File: src/rtl/ulbf_rx_pkg.sv
// Shared types and sizing for the RX capture block: state encoding, RAM word
// geometry and frame-count width.
package ulbf_rx_pkg;

  localparam int STATE_W           = 2;
  localparam int RAM_DEPTH_DEFAULT = 8192;
  localparam int WORD_W            = 64;
  localparam int NITER_W           = 12;
  localparam int ADDR_W            = 16;
  localparam int CNT_W             = 16;
  localparam int WE_W              = WORD_W / 8;

  typedef enum logic [STATE_W-1:0] {
    ST_IDLE    = 2'd0,
    ST_CAPTURE = 2'd1,
    ST_DONE    = 2'd2
  } rx_state_e;

endpackage

File: src/rtl/ulbf_rx_capture_if.sv
// Stream-in / RAM-out bundle of the RX capture block. The slave modport is the
// capture block itself; the master modport is its environment.
interface ulbf_rx_capture_if;
  import ulbf_rx_pkg::*;

  logic [WORD_W-1:0] s_axis_tdata;
  logic              s_axis_tvalid;
  logic              s_axis_tlast;
  logic              s_axis_tready;
  logic              ram_en;
  logic [WE_W-1:0]   ram_we;
  logic [ADDR_W-1:0] ram_addr;
  logic [WORD_W-1:0] ram_din;

  modport slave (
    input  s_axis_tdata, s_axis_tvalid, s_axis_tlast,
    output s_axis_tready, ram_en, ram_we, ram_addr, ram_din
  );

  modport master (
    output s_axis_tdata, s_axis_tvalid, s_axis_tlast,
    input  s_axis_tready, ram_en, ram_we, ram_addr, ram_din
  );

endinterface

File: src/rtl/ulbf_rx_capture.sv
// Captures niter stream frames into the RX RAM, one 64-bit word per beat, and
// flags completion. A soft reset returns the block to IDLE for the next run.
module ulbf_rx_capture
  import ulbf_rx_pkg::*;
#(
  parameter int RAM_DEPTH = RAM_DEPTH_DEFAULT
) (
  input  logic               ap_clk,
  input  logic               ap_rst_n,
  input  logic               slave_rst,
  input  logic [NITER_W-1:0] niter,
  ulbf_rx_capture_if.slave   bus,
  output logic               rxdone,
  output logic [CNT_W-1:0]   rxram_counter,
  output logic [STATE_W-1:0] rx_state
);

  localparam logic [ADDR_W-1:0] LAST_ADDR = ADDR_W'(RAM_DEPTH - 1);

  rx_state_e         state_q, state_d;
  logic [ADDR_W-1:0] wr_ptr_q, wr_ptr_d;
  logic [NITER_W-1:0] frame_cnt_q;
  logic [NITER_W-1:0] niter_q;
  logic [CNT_W-1:0]  count_q;
  logic              ram_en_q;
  logic [WE_W-1:0]   ram_we_q;
  logic [ADDR_W-1:0] ram_addr_q;
  logic [WORD_W-1:0] ram_din_q;
  logic              tready;
  logic              beat;
  logic              last_frame;

  assign beat       = bus.s_axis_tvalid & tready;
  assign last_frame = (frame_cnt_q + NITER_W'(1)) == niter_q;

  always_ff @(posedge ap_clk or negedge ap_rst_n) begin
    if (!ap_rst_n) state_q <= ST_IDLE;
    else           state_q <= state_d;
  end

  // niter is only consulted in IDLE; later frame counting uses the latched copy.
  always_comb begin
    state_d = state_q;
    if (slave_rst) begin
      state_d = ST_IDLE;
    end else begin
      unique case (state_q)
        ST_IDLE:    state_d = (niter != '0) ? ST_CAPTURE : ST_DONE;
        ST_CAPTURE: if (beat && bus.s_axis_tlast && last_frame) state_d = ST_DONE;
        ST_DONE:    state_d = ST_DONE;
        default:    state_d = ST_IDLE;
      endcase
    end
  end

  always_comb begin
    tready   = (state_q == ST_CAPTURE) && !slave_rst;
    rxdone   = (state_q == ST_DONE);
    rx_state = state_q;
  end

  always_comb begin
    wr_ptr_d = (wr_ptr_q == LAST_ADDR) ? '0 : wr_ptr_q + ADDR_W'(1);
  end

  // RAM write port is registered: each accepted beat appears one cycle later.
  always_ff @(posedge ap_clk or negedge ap_rst_n) begin
    if (!ap_rst_n) begin
      wr_ptr_q    <= '0;
      frame_cnt_q <= '0;
      niter_q     <= '0;
      count_q     <= '0;
      ram_en_q    <= 1'b0;
      ram_we_q    <= '0;
      ram_addr_q  <= '0;
      ram_din_q   <= '0;
    end else if (slave_rst) begin
      wr_ptr_q    <= '0;
      frame_cnt_q <= '0;
      count_q     <= '0;
      ram_en_q    <= 1'b0;
      ram_we_q    <= '0;
    end else begin
      ram_en_q <= beat;
      ram_we_q <= beat ? '1 : '0;
      if (state_q == ST_IDLE && niter != '0) niter_q <= niter;
      if (beat) begin
        ram_addr_q <= wr_ptr_q;
        ram_din_q  <= bus.s_axis_tdata;
        wr_ptr_q   <= wr_ptr_d;
        if (count_q != '1) count_q <= count_q + CNT_W'(1);
        if (bus.s_axis_tlast) frame_cnt_q <= frame_cnt_q + NITER_W'(1);
      end
    end
  end

  assign bus.s_axis_tready = tready;
  assign bus.ram_en        = ram_en_q;
  assign bus.ram_we        = ram_we_q;
  assign bus.ram_addr      = ram_addr_q;
  assign bus.ram_din       = ram_din_q;
  assign rxram_counter     = count_q;

endmodule

File: src/flat_wrapper.sv
// flat-port wrapper written by rule: the top's interface ports become plain ports
module ulbf_rx_capture_flat import ulbf_rx_pkg::*;
#(
  parameter int RAM_DEPTH = RAM_DEPTH_DEFAULT
)
  (ap_clk, ap_rst_n, slave_rst, niter, rxdone, rxram_counter, rx_state, bus_s_axis_tdata, bus_s_axis_tvalid, bus_s_axis_tlast, bus_s_axis_tready, bus_ram_en, bus_ram_we, bus_ram_addr, bus_ram_din);
  ulbf_rx_capture_if bus_i ();
  input  logic ap_clk;
  input  logic ap_rst_n;
  input  logic slave_rst;
  input  logic [NITER_W-1:0] niter;
  output logic rxdone;
  output logic [CNT_W-1:0] rxram_counter;
  output logic [STATE_W-1:0] rx_state;
  input wire logic [$bits(bus_i.s_axis_tdata)-1:0] bus_s_axis_tdata;
  input wire logic [$bits(bus_i.s_axis_tvalid)-1:0] bus_s_axis_tvalid;
  input wire logic [$bits(bus_i.s_axis_tlast)-1:0] bus_s_axis_tlast;
  output wire logic [$bits(bus_i.s_axis_tready)-1:0] bus_s_axis_tready;
  output wire logic [$bits(bus_i.ram_en)-1:0] bus_ram_en;
  output wire logic [$bits(bus_i.ram_we)-1:0] bus_ram_we;
  output wire logic [$bits(bus_i.ram_addr)-1:0] bus_ram_addr;
  output wire logic [$bits(bus_i.ram_din)-1:0] bus_ram_din;
  assign bus_i.s_axis_tdata = bus_s_axis_tdata;
  assign bus_i.s_axis_tvalid = bus_s_axis_tvalid;
  assign bus_i.s_axis_tlast = bus_s_axis_tlast;
  assign bus_s_axis_tready = bus_i.s_axis_tready;
  assign bus_ram_en = bus_i.ram_en;
  assign bus_ram_we = bus_i.ram_we;
  assign bus_ram_addr = bus_i.ram_addr;
  assign bus_ram_din = bus_i.ram_din;
  ulbf_rx_capture #(.RAM_DEPTH(RAM_DEPTH)) u_core (.ap_clk(ap_clk), .ap_rst_n(ap_rst_n), .slave_rst(slave_rst), .niter(niter), .bus(bus_i), .rxdone(rxdone), .rxram_counter(rxram_counter), .rx_state(rx_state));
endmodule
File: config.mk
export PLATFORM = sky130hd
export DESIGN_NAME = ulbf_rx_capture_flat
export DESIGN_NICKNAME = d
export VERILOG_FILES = /design/src/rtl/ulbf_rx_pkg.sv /design/src/rtl/ulbf_rx_capture_if.sv /design/src/rtl/ulbf_rx_capture.sv /design/src/flat_wrapper.sv
export SDC_FILE = /design/constraint.sdc
export NUM_CORES = 1
export LEC_CHECK = 0
export CAP_MARGIN = 20
export CORE_MARGIN = 5
export CORE_UTILIZATION = 35
export CTS_CLUSTER_SIZE = 20
export DETAILED_ROUTE_END_ITERATION = 8
export PLACE_DENSITY = 0.6
export RECOVER_POWER = 50
export SYNTH_ARGS = -nofsm -noshare
export SYNTH_HDL_FRONTEND = slang
export SYNTH_SLANG_ARGS = --single-unit
export TNS_END_PERCENT = 50
File: constraint.sdc
create_clock -name ap_clk -period 5.68 [get_ports ap_clk]
set_clock_uncertainty 0.15 [all_clocks]
set_input_delay 0.568 -clock ap_clk [delete_from_list [all_inputs] [get_ports ap_clk]]
set_output_delay 0.568 -clock ap_clk [all_outputs]
set_load 0.01 [all_outputs]
==> summary.md <==
| Metric | Value |
|---|---|
| Kind of start point of the critical path | input pin |
| Status | finished with violations |
| Inserted Diodes | 0 |
| Distinct cells, synth | 50 |
| Cells along the critical path | clkdlybuf4s50_1 -> clkbuf_1 -> and2b_4 -> nand2_2 -> buf_4 -> a21o_1 -> nor2_1 -> o21ai_1 -> o31ai_1 |
| WP depth | 9 |
| I/O pin total | 190 |
| Grt total ovfl | 0 |
| Placement Rows | approximately 50 |
| CTS tree | done |
| Violated checks | max-capacitance violations, max-slew violations |
| Initial Util | 0.355 |
| Final Wtd Congestion | between 0.7 and 0.8 |
| Element type at the critical path end | register |
| CP Class | input pin to register |
| Hold WC Path Type | input pin to asynchronous set/reset pin |
| Post-synth EDFFs | 0 |
| Die height | about 140 um |
| Required @ worst endpoint | 5.81 ns |
| Leak | slightly above 4 nW |
| R2R cell count | 9 |
| Peak VDD IR | 0.220 mV |
| Number of global-route vias before repair | 5121 |
| Post-synthesis async set-or-reset flop share | 1.00 |
| F_max | 248 MHz |
| Ys flop type | dfrtp_1 |
| Cts bufs inserted | 17 |
| Share of cells above drive strength 1 | 0.0550 |
| Max cap viols | 1 |
| RSZ-0062 raised after global routing | false |
| Synthesis-to-finish area growth | 40.6% |
| First-pass GRT wire length | 26300 um |
| Cells after Synth | 689 |
| Final slew viol count | 39 |
| CTS Sinks | 139 |
| CP Buf/Inv Count | 3 |
| Wire per inst | 14.6 um |
| Clock-pin slew on the worst setup and hold paths | 0.06 ns |
| Setup TNS | 0 ns |
| Final nets | 950 |
| Hold Fails Final Rpt | 0 |
| PD cells | 416 nW/um^2 |
| H-tree depth | 4 |
| Root Driver | clkbuf_16 |
| Rel. slew slack | -0.141 |
| Die ar. | approximately 21000 sq um |
| PortBufs | 189 |
| ANT nets after route | 0 |
| Syn nets | between 700 and 800 |
| Final wirelength | 16100 um |
| DP HPWL | 10900 um |
| Tot Pwr | between 3 and 4 mW |
| Pre-CTS setup slack | 2.08 ns |
| Synth Warn # | 0 |
| Worst hold slack | 0.0559 ns |
| Min Tclk post-route | 4.03 ns |
| Die width | 145 um |
| Most frequent cells in the layout | nand2_1, dfrtp_1, clkdlybuf4s50_1 |
| Tot GR Track Use | 0.158 |
| Initial DRC count | 281 |
| Slew @ Worst Pin | roughly 1.7 ns |
| Period utilization | 0.710 |
| First-pass detailed-route iteration total | 7 |
| Max incr delay on CP | 1.23 ns |
| Commonest non-fill, non-tap cell in the layout | nand2_1 |
| Number of buffers added for setup after CTS | 0 |
| Avg Cell Area, Syn | 9.21 sq um |
| Fin worst setup slack | 1.65 ns |
| Largest net degree at the start of global routing | between 80 and 90 |
| Worst Path Max Fanout | 83 |
| Residual DRC | 0 |
| Area of the mapped netlist | roughly 6300 sq um |
| Vias per inst | 4.70 |
| Clk buf depth | 2 |
| Initial antenna violation count | 0 |
| Final setup vio count | 0 |
| Sequential share of the synthesized area | 0.548 |
| Cell family with most CP delay | buffers and inverters |
| Total core area | 17900 sq um |
| Yosys reg bits | roughly 140 |
| # resized after CTS | 0 |
| Clk_lat worst skew | 0.41 ns |
| Via count | around 5.2k |
| Slowest cell on crit path | clkbuf_1 |
| Critical Path AT | 4.16 ns |
| Hold-fix buffers at CTS | 0 |
## layout make-up
type,count,area [sq um]
Clock buffer,19,443
Multi-Input combinational cell,500,2640
Timing Repair Buffer,194,1930
Tap cell,229,287
Fill cell,1683,8980
Sequential cell,139,3480
Inverter,9,35.0
Clock inverter,12,119
## path summary, 6_finish.rpt
path                            slack (ns)              startpoint                       end
worst max register to register        2.77      u_core.rx_state[1]        u_core.wr_ptr_q[3]
worst min register to register        0.32  u_core.bus.ram_din[60]    u_core.bus.ram_din[60]
max in group asynchronous             4.10                ap_rst_n   u_core.bus.ram_addr[12]
worst max-delay path                  1.65               slave_rst        u_core.wr_ptr_q[3]
worst min-delay path                  0.06                ap_rst_n  u_core.rxram_counter[11]
min in group ap_clk                   0.32  u_core.bus.ram_din[60]    u_core.bus.ram_din[60]
## per-stage QoR
step	utilization	instances	area [sq um]
5_1_grt	0.499	1102	8930
4_1_cts	0.498	1101	8920
3_3_place_gp	0.467	1070	8360
3_5_place_dp	0.467	1070	8360
6_report	0.499	1102	8930
2_1_floorplan	-	689	6350
## cells by family (layout without fill, tap and decap cells)
logic type	Yosys count	after routing	share of synthesized area
xor+xnor	43	43	0.0617
buf+inv	50	234	0.0367
compound gates	51	51	0.0524
fa+ha+maj	8	8	0.0158
flops	139	139	0.548
simple gates	384	384	0.261
mux	14	14	0.0246
## sequential cells by signal, indices dropped and copies added (netlist names)
| name | flops |
|---|---|
| u_core.bus.ram_din | 64 |
| u_core.rx_state | 2 |
| u_core.niter_q | 12 |
| u_core.wr_ptr_q | 16 |
| u_core.rxram_counter | 16 |
| u_core.bus.ram_addr | 16 |
| u_core.frame_cnt_q | 12 |
| u_core.bus.ram_we | 1 |
## cells in the mapped netlist, drive strengths merged (2+ instances only)
master,count,area [sq um]
nand2,265,1000
dfrtp,139,3480
nor2,38,143
nand3,25,130
clkbuf,23,86.3
xor2,22,193
xnor2,20,175
o21ai,19,95.1
buf,18,111
nor4,16,121
mux2,13,146
a21oi,10,50.1
nand4,10,68.8
nor3,10,50.1
ha,8,100
inv,8,30.0
or3,6,37.5
o31ai,5,37.5
and3,4,25.0
a31oi,3,18.8
a32o,3,30.0
nor2b,3,18.8
a41oi,2,17.5
nand2b,2,12.5
nor4b,2,17.5
o41ai,2,25.0
## power breakdown
| group | total (mW) | switching [mW] | internal, mW |
|---|---|---|---|
| combinational | 1.21 | 0.582 | 0.625 |
| clock | 1.05 | 0.436 | 0.615 |
| sequential | 1.45 | 0.172 | 1.28 |
| total | 3.71 | 1.19 | 2.52 |
## layer usage
| layer | track usage | up-vias | wire [um] |
|---|---|---|---|
| li1 | - | 2602 | - |
| met1 | 0.211 | 2438 | 7360 |
| met2 | 0.237 | 119 | 7220 |
| met3 | 0.0618 | 15 | 1290 |
| met4 | 0.0535 | 0 | 231 |
| met5 | 0 | - | 0 |
## worst register-to-register path, stage by stage, from the launching register on
cell	delay (ns)
dfrtp_1	0.44
inv_1	0.09
ha_1	0.30
and2b_4	0.23
nand2_2	0.08
buf_4	0.63
a21o_1	0.54
nor2_1	0.11
o21ai_1	0.14
o31ai_1	0.08
(Power assumes the default switching activity.)
